## src/rtl/ctrl_pkg.sv

```systemverilog
// Shared constants for the down-sampling processor control path: opcodes, ALU op
// encodings, sequencer state encoding and the opcode-to-ALU mapping.
package ctrl_pkg;

  localparam logic [3:0] OP_NOP  = 4'h0;
  localparam logic [3:0] OP_LDA  = 4'h1;
  localparam logic [3:0] OP_STA  = 4'h2;
  localparam logic [3:0] OP_MOV  = 4'h3;
  localparam logic [3:0] OP_ADD  = 4'h4;
  localparam logic [3:0] OP_SUB  = 4'h5;
  localparam logic [3:0] OP_SHR  = 4'h6;
  localparam logic [3:0] OP_INC  = 4'h7;
  localparam logic [3:0] OP_CLR  = 4'h8;
  localparam logic [3:0] OP_JMP  = 4'h9;
  localparam logic [3:0] OP_JNZ  = 4'hA;
  localparam logic [3:0] OP_LDI  = 4'hB;
  localparam logic [3:0] OP_HALT = 4'hF;

  localparam logic [2:0] ALU_PASS = 3'b000;
  localparam logic [2:0] ALU_ADD  = 3'b001;
  localparam logic [2:0] ALU_SUB  = 3'b010;
  localparam logic [2:0] ALU_SHR  = 3'b011;
  localparam logic [2:0] ALU_INC  = 3'b100;
  localparam logic [2:0] ALU_CLR  = 3'b101;

  typedef enum logic [3:0] {
    StIdle,
    StFetch,
    StLatch,
    StDecode,
    StExecAlu,
    StMemRd,
    StMemWr,
    StFetchOpnd,
    StExecBr,
    StHalt
  } state_e;

  // ALU operation for a register-to-register opcode; anything else passes through.
  function automatic logic [2:0] alu_sel(input logic [3:0] op);
    logic [2:0] sel;
    case (op)
      OP_MOV:  sel = ALU_PASS;
      OP_ADD:  sel = ALU_ADD;
      OP_SUB:  sel = ALU_SUB;
      OP_SHR:  sel = ALU_SHR;
      OP_INC:  sel = ALU_INC;
      OP_CLR:  sel = ALU_CLR;
      default: sel = ALU_PASS;
    endcase
    return sel;
  endfunction

endpackage

```

## src/rtl/mem_wait_timer.sv

```systemverilog
// Counts the cycles a memory read strobe has been held. done is high in the final
// cycle of a MEM_RD_CYCLES-long wait; load re-arms the count for the next wait.
module mem_wait_timer #(
  parameter int unsigned MEM_RD_CYCLES = 2
) (
  input  logic clk,
  input  logic rst,
  input  logic load,
  input  logic enable,
  output logic done
);

  localparam logic [3:0] Last = 4'(MEM_RD_CYCLES - 1);

  logic [3:0] cnt_q;

  // Wait counter: cleared on load, advances while a wait is in progress.
  always_ff @(posedge clk or posedge rst) begin
    if (rst) begin
      cnt_q <= '0;
    end else if (load) begin
      cnt_q <= '0;
    end else if (enable) begin
      cnt_q <= cnt_q + 4'd1;
    end
  end

  assign done = enable && (cnt_q == Last);

endmodule

```

## src/rtl/control_unit.sv

```systemverilog
// Multi-cycle sequencer: fetch, latch, decode and execute one instruction at a time.
// All strobes are Moore-decoded from registered state; only the EXEC_BR PC strobes
// look at z_flag directly.
module control_unit
  import ctrl_pkg::*;
#(
  parameter int unsigned MEM_RD_CYCLES = 2,
  parameter int unsigned CNT_W         = 16
) (
  input  logic             clk,
  input  logic             rst,
  input  logic             start,
  input  logic [3:0]       op_code,
  input  logic             z_flag,
  output logic             mem_rd,
  output logic             mem_wr,
  output logic             inst_en,
  output logic             pc_inc,
  output logic             pc_load,
  output logic [2:0]       alu_op,
  output logic             reg_we,
  output logic             imm_sel,
  output logic             busy,
  output logic             halted,
  output logic [CNT_W-1:0] instr_count
);

  state_e           state_q, state_d;
  logic [3:0]       op_q;
  logic [CNT_W-1:0] cnt_q;
  logic             wait_en, wait_done, retire;

  // One timer serves every state that holds mem_rd for a full read.
  assign wait_en = state_q inside {StFetch, StMemRd, StFetchOpnd};

  mem_wait_timer #(
    .MEM_RD_CYCLES(MEM_RD_CYCLES)
  ) u_wait_timer (
    .clk   (clk),
    .rst   (rst),
    .load  (!wait_en || wait_done),
    .enable(wait_en),
    .done  (wait_done)
  );

  // State, latched opcode and retired-instruction counter.
  always_ff @(posedge clk or posedge rst) begin
    if (rst) begin
      state_q <= StIdle;
      op_q    <= OP_NOP;
      cnt_q   <= '0;
    end else begin
      state_q <= state_d;
      if (state_q == StDecode) begin
        op_q <= op_code;
      end
      if (retire) begin
        cnt_q <= cnt_q + CNT_W'(1);
      end
    end
  end

  assign instr_count = cnt_q;

  // An instruction retires when execution hands back to FETCH, or when it halts.
  assign retire = ((state_d == StFetch) &&
                   (state_q inside {StDecode, StExecAlu, StMemRd, StMemWr, StExecBr})) ||
                  ((state_q == StDecode) && (state_d == StHalt));

  // Next-state sequencing.
  always_comb begin
    state_d = state_q;
    case (state_q)
      StIdle:      if (start) state_d = StFetch;
      StFetch:     if (wait_done) state_d = StLatch;
      StLatch:     state_d = StDecode;
      StDecode: begin
        case (op_code)
          OP_MOV, OP_ADD, OP_SUB, OP_SHR, OP_INC, OP_CLR: state_d = StExecAlu;
          OP_LDA:                                         state_d = StMemRd;
          OP_STA:                                         state_d = StMemWr;
          OP_JMP, OP_JNZ, OP_LDI:                         state_d = StFetchOpnd;
          OP_HALT:                                        state_d = StHalt;
          default:                                        state_d = StFetch;
        endcase
      end
      StExecAlu:   state_d = StFetch;
      StMemRd:     if (wait_done) state_d = StFetch;
      StMemWr:     state_d = StFetch;
      StFetchOpnd: if (wait_done) state_d = StExecBr;
      StExecBr:    state_d = StFetch;
      StHalt:      state_d = StHalt;
      default:     state_d = StIdle;
    endcase
  end

  // Output strobes decoded from the current state.
  always_comb begin
    mem_rd  = 1'b0;
    mem_wr  = 1'b0;
    inst_en = 1'b0;
    pc_inc  = 1'b0;
    pc_load = 1'b0;
    alu_op  = ALU_PASS;
    reg_we  = 1'b0;
    imm_sel = 1'b0;
    busy    = !(state_q inside {StIdle, StHalt});
    halted  = (state_q == StHalt);
    case (state_q)
      StFetch, StFetchOpnd: mem_rd = 1'b1;
      StLatch: begin
        inst_en = 1'b1;
        pc_inc  = 1'b1;
      end
      StExecAlu: begin
        alu_op = alu_sel(op_q);
        reg_we = 1'b1;
      end
      StMemRd: begin
        mem_rd = 1'b1;
        reg_we = wait_done;
      end
      StMemWr: mem_wr = 1'b1;
      StExecBr: begin
        case (op_q)
          OP_JMP: pc_load = 1'b1;
          OP_JNZ: begin
            // Taken branch loads the operand; not taken skips over it.
            pc_load = !z_flag;
            pc_inc  = z_flag;
          end
          OP_LDI: begin
            reg_we  = 1'b1;
            imm_sel = 1'b1;
            pc_inc  = 1'b1;
          end
          default: ;
        endcase
      end
      default: ;
    endcase
  end

endmodule

```

## config.mk

```make
export PLATFORM = sky130hd
export DESIGN_NAME = control_unit
export DESIGN_NICKNAME = d
export VERILOG_FILES = /design/src/rtl/ctrl_pkg.sv /design/src/rtl/mem_wait_timer.sv /design/src/rtl/control_unit.sv
export SDC_FILE = /design/constraint.sdc
export NUM_CORES = 1
export LEC_CHECK = 0
export ABC_CLOCK_PERIOD_IN_PS = 4750
export CORE_MARGIN = 2
export CORE_UTILIZATION = 40
export DETAILED_ROUTE_END_ITERATION = 12
export PLACE_DENSITY = 0.77
export SLEW_MARGIN = 10
export SYNTH_ARGS = -nofsm -noshare
export SYNTH_HDL_FRONTEND = slang
export SYNTH_SLANG_ARGS = --single-unit
```

## constraint.sdc

```tcl
create_clock -name clk -period 4.75 [get_ports clk]
set_input_delay 0.7125 -clock clk [delete_from_list [all_inputs] [get_ports clk]]
set_output_delay 0.7125 -clock clk [all_outputs]
set_load 0.02 [all_outputs]
```

-- Word-level counts from Yosys, hierarchy flattened
Memory sizes are Yosys's and may differ from the RTL's.
Cells that the tools add are included.
- muxes and demuxes: 19
- equality and inequality tests: 20
- add/sub/neg operators: 2
- reduce and logical (&&, ||, !) cells: 15
- operators by type and width (operator ; count):
    == test 4 x 3 -> 1 bit, second input constant ; 8
    one-hot mux 4 bit (8 select lines) ; 1
    == test 4 bit, second input constant ; 7
    two-way mux 4 bit ; 6
    adder 16 x 1 -> 16 bit, second input constant ; 1
    one-hot mux 3 bit (5 select lines) ; 1
    == test 4 x 1 -> 1 bit, second input constant ; 3
    == test 4 x 2 -> 1 bit, second input constant ; 2
    two-way mux 1 bit ; 6
    one-hot mux 1 bit (2 select lines) ; 3
    OR reduction 3 bit ; 2
    nonzero test 5 bit ; 1
    adder 4 x 1 -> 4 bit, second input constant ; 1
    zero test 4 bit ; 1
    nonzero test 2 bit ; 2
    logical AND 1 bit ; 3
    zero test 1 bit ; 3
    two-way mux 3 bit ; 1
    one-hot mux 1 bit (3 select lines) ; 1
    nonzero test 3 bit ; 1
    logical OR 1 bit ; 2
- word-level logic and storage cells: 61
- memories kept: 1
- bits of input ports: 8
- register bits after elaboration: 28
- output and inout bits: 28
- memory bits (read-only): 64
- memories (name ; words ; width ; read ports ; clocked after Yosys merged registers in ; wr ports ; line ; RTL):
    (name not given) ; 16 ; 4 ; 1 ; 0 ; 0 ; control_unit.sv:78 ; case (op_code)

-- Logic depth before layout (Yosys ltp)
- word-level depth: 8
- depth in mapped cells: 7
- depth with buffers taken out: 7

-- Hierarchy
From an unflattened synthesis, not the netlist that was laid out.
- cell total of the unflattened synthesis: 171
- area, all modules: 1811.7 um^2
- by module, submodules not included (module ; times used ; area an instance (um^2) ; seq. area each (um^2) ; cells an instance):
    control_unit ; 1 ; 1566.5 ; 600.6 ; 149
    mem_wait_timer ; 1 ; 245.2 ; 100.1 ; 22

-- Least setup slack after synthesis
No wires, ideal clock.
- path type: register -> output
- from: reg state_q[2]
- to: out reg_we
- arrival: 1.850 ns
- setup slack: 2.188 ns
- path buffers: 1
- cell stages (with the launch flop): 6
- cells stage by stage: dfrtp_1 buf_2 or3b_4 or3_1 nor2_1 a21o_1
- word-level cells in the longest chain between the ends: 4
- elaborated cells on any way between the ends: 8
- RTL lines (item ; line ; RTL):
    start: declaration ; control_unit.sv:28 ; state_e state_q, state_d;
    start signal: assignment ; control_unit.sv:49 ; state_q <= StIdle;
    start signal: assignment ; control_unit.sv:53 ; state_q <= state_d;
    == test 4 x 1 -> 1 bit, or another cell as far along ; control_unit.sv:34 ; assign wait_en = state_q inside {StFetch, StMemRd, StFetchOpnd};
    nonzero test 3 bit ; control_unit.sv:34 ;
    logical AND 1 bit ; mem_wait_timer.sv:28 ; assign done = enable && (cnt_q == Last);
    one-hot mux 1 bit (3 select lines) (*) ; control_unit.sv:109 ; case (state_q)
    end: declaration ; control_unit.sv:21 ; output logic reg_we,
Every way passes the cells marked *; elsewhere a longest branch is shown, timed or not.

-- Worst setup path after layout
- from: reg state_q[1]
- to: out reg_we
Same word-level chain as after synthesis.

==> flow_summary.ini <==
[place]
io_buffers = 35
gp_congestion = 0.8049
post_dp_cell_area_mm2 = 0.001928
pre_cts_ws_ns = 1.705
dp_hpwl_um = 2251

[worst_setup_path]
worst_path_largest_cell_delay_ns = 0.59
path_max_fanout = 12
cp-start-kind = flop
crit_family = simple AND/OR/NAND/NOR gates
crit_chain = or3b_4 -> or3_1 -> nor2_1 -> a21o_1 -> clkdlybuf4s50_1
worstPathArrival_ns = 2.54
worstSetupPathType = reg -> out
crit_required_ns = 4.04
cp_slowest_cell = clkdlybuf4s50_1
path_buf_inv = 1
cp-end-kind = primary output

[clock_tree]
htreeDepth = 1
cts.root.buffer_cell = clkbuf_8
cts_hold_buffers = 0
cts_buffer_depth = 2
cts_sinks = 28
cts_tree = yes
clk_pin_slew_ns = 0.10
cts_setup_buffers = 0
cts_resized = 0
clock_latency_ns = 0.27
cts-buffers-inserted = 3

[timing]
timing.final.crit_period_ns = 3.251
tightest_slew_ns = 1.075
rsz0062_at_grt = no
min_period_over_period_pct = 68.44
final-hold-violation-count = 0
fin_ws_ns = 1.499
timing.slew.headroom_pct = 28.30
clock.fmax_mhz = 307.6
drv_slew = 0
setup_violations = 0
tns_ns = 0
finClkSkew_ns = 0.006557

[global_route]
grt_max_degree = 29
track_usage_pct = 15.88
grt_pass1_wl_um = 5492
antenna_found_initial = 0
grt_pass1_vias = 1209
overflow = 0

[detailed_routing]
dr.pass1.iters = 4
ant_nets = 0
drt_iter0_drc = 70
vias = 1238
wl_um = 3105
wl_per_cell_um = 13.10
drcViolationCount = 0
vias_per_cell = 5.224

[cells_and_area]
design_area_mm2 = 0.001999
nNetsFinal = 201
area_growth_syn_to_layout_pct = 29.29
diodes = 0
final_util_pct = 54.21
layout-drive-gt1-share_pct = 6.878

[power_and_ir_drop]
swShare_pct = 38.67
internal_power_mw = 0.6103
p_per_area_mw_per_mm2 = 497.7
ir_drop_v = 0.0003079
power_frac_seq_pct = 39.7
p_switching_mw = 0.3848
pwr-share-comb_pct = 41.6
p_clk_share_pct = 18.7
power_leakage_nw = 0.8532

[logic_synthesis]
synth-edff-count = 0
synthAdderAreaFrac_pct = 2.427
synth.distinct_cells = 40
synthFlopType = dfrtp_1
synth-async-reset-ratio_pct = 100.0
yosysTopAreaCell = dfrtp_1
synth_seq_cells = 28
post_synth_instance_area_mm2 = 0.001546
synth_fp_nets = 168
synth-simple-area-share_pct = 26.38
syn_inst = 157
synth_top_area_share_pct = 45.31
post_synth_xor_area_fraction_pct = 10.19
muxShareOfSynthArea_pct = 4.935
avgSynthCellArea_um2 = 9.850
synth_compound_area_share_pct = 8.172
ys_warn_count = 0
synth_top_family_by_area = simple AND/OR/NAND/NOR gates
synth_common_cells = dfrtp_1, nor2_1, xor2_1
synth.area.top_cells = dfrtp_1, xor2_1, nor2_1
synth-seq-area-share_pct = 45.31
synth.most_common_cell = dfrtp_1

[floorplanning]
num_rows = 22
start_util_pct = 41.93
core-area_mm2 = 0.003689
die_area_mm2 = 0.004380
die_w_um = 66.18
dieHeight_um = 66.18
io-pin-count = 36

[run_status]
status = finished, final reports clean

[run]
maxCapViolations = 0

[worst_hold_path]
hold_path_class = reg -> reg
logic make-up (layout without fill, tap and decap cells):
group,after synthesis,after routing
xor gates and xnor gates,18,18
buffers and inverters,10,42
adders and majority gates,3,3
DFF,28,28
muxes,7,7
AOI/OAI and AO/OA,17,17
and+or+nand+nor,74,74
path summary, 6_finish.rpt:
| kind | start | end | slack, ns | cells past startpoint |
|---|---|---|---|---|
| setup / recovery | state_q[1] | reg_we | 1.50 | 5 |
| hold / removal | instr_count[15] | instr_count[15] | 0.48 | 1 |
| setup reg to reg | state_q[0] | instr_count[11] | 2.32 | 5 |
| hold reg to reg | instr_count[15] | instr_count[15] | 0.48 | 1 |
| max in group asynchronous | rst | op_q[3] | 3.15 | 2 |
| min in group asynchronous | rst | instr_count[6] | 0.97 | 2 |
power groups by stage:
stage / clock, mW / combinational, mW / sequential [mW]
detailed placement: 0 / 0.417 / 0.399
finish: 0.186 / 0.414 / 0.395
global route: 0.202 / 0.459 / 0.412
CTS: 0.190 / 0.418 / 0.395
global placement: 0 / 0.409 / 0.397
floorplan: 0 / 0.309 / 0.371
layout make-up:
cell class / instances / area (um2)
multi-input combinational: 119 / 805.8
clock buffer: 3 / 41.29
sequential: 28 / 700.7
timing repair buffer: 35 / 350.3
inverter: 3 / 11.26
tap: 48 / 60.06
fill: 366 / 1689
clock inverter: 1 / 30.03
state kept, by name, summed over array words and instances (netlist names):
register            count
state_q                 4
op_q                    4
instr_count            16
u_wait_timer.cnt_q      4
worst register-to-register path, delay by kind of cell, from the launching register on:
kind	cells	cell delay, ns
simple gates	3	1.27
xor+xnor	1	0.14
flops	1	0.58
compound gates	1	0.33
cells in the final DEF, fill, tap and decap left out, types with 4 or more instances in the layout:
cell type / instances
o21ai_0: 4
nand4_1: 4
nor3_1: 8
nor3b_1: 5
clkdlybuf4s50_1: 35
xnor2_1: 5
nand2b_1: 6
nand2_1: 10
nor2_1: 19
xor2_1: 13
mux2_2: 4
dfrtp_1: 28
nand3_1: 5
metal layers:
layer | GRT usage, % | share of wire (%)
met5 | 0 | 0
met4 | 4.592 | 0.45
met3 | 2.385 | 5.3
met2 | 25.37 | 46
met1 | 22.31 | 48
through the flow:
stage | std cells | hold WS (ns) | power (mW)
floorplan | 157 | 0.4571 | 0.6803
global placement | 233 | 0.4630 | 0.8055
detailed placement | 233 | 0.4610 | 0.8162
CTS | 237 | 0.4808 | 1.003
global route | 237 | 0.5142 | 1.073
finish | 237 | 0.4763 | 0.9950
(Power assumes the default switching activity.)
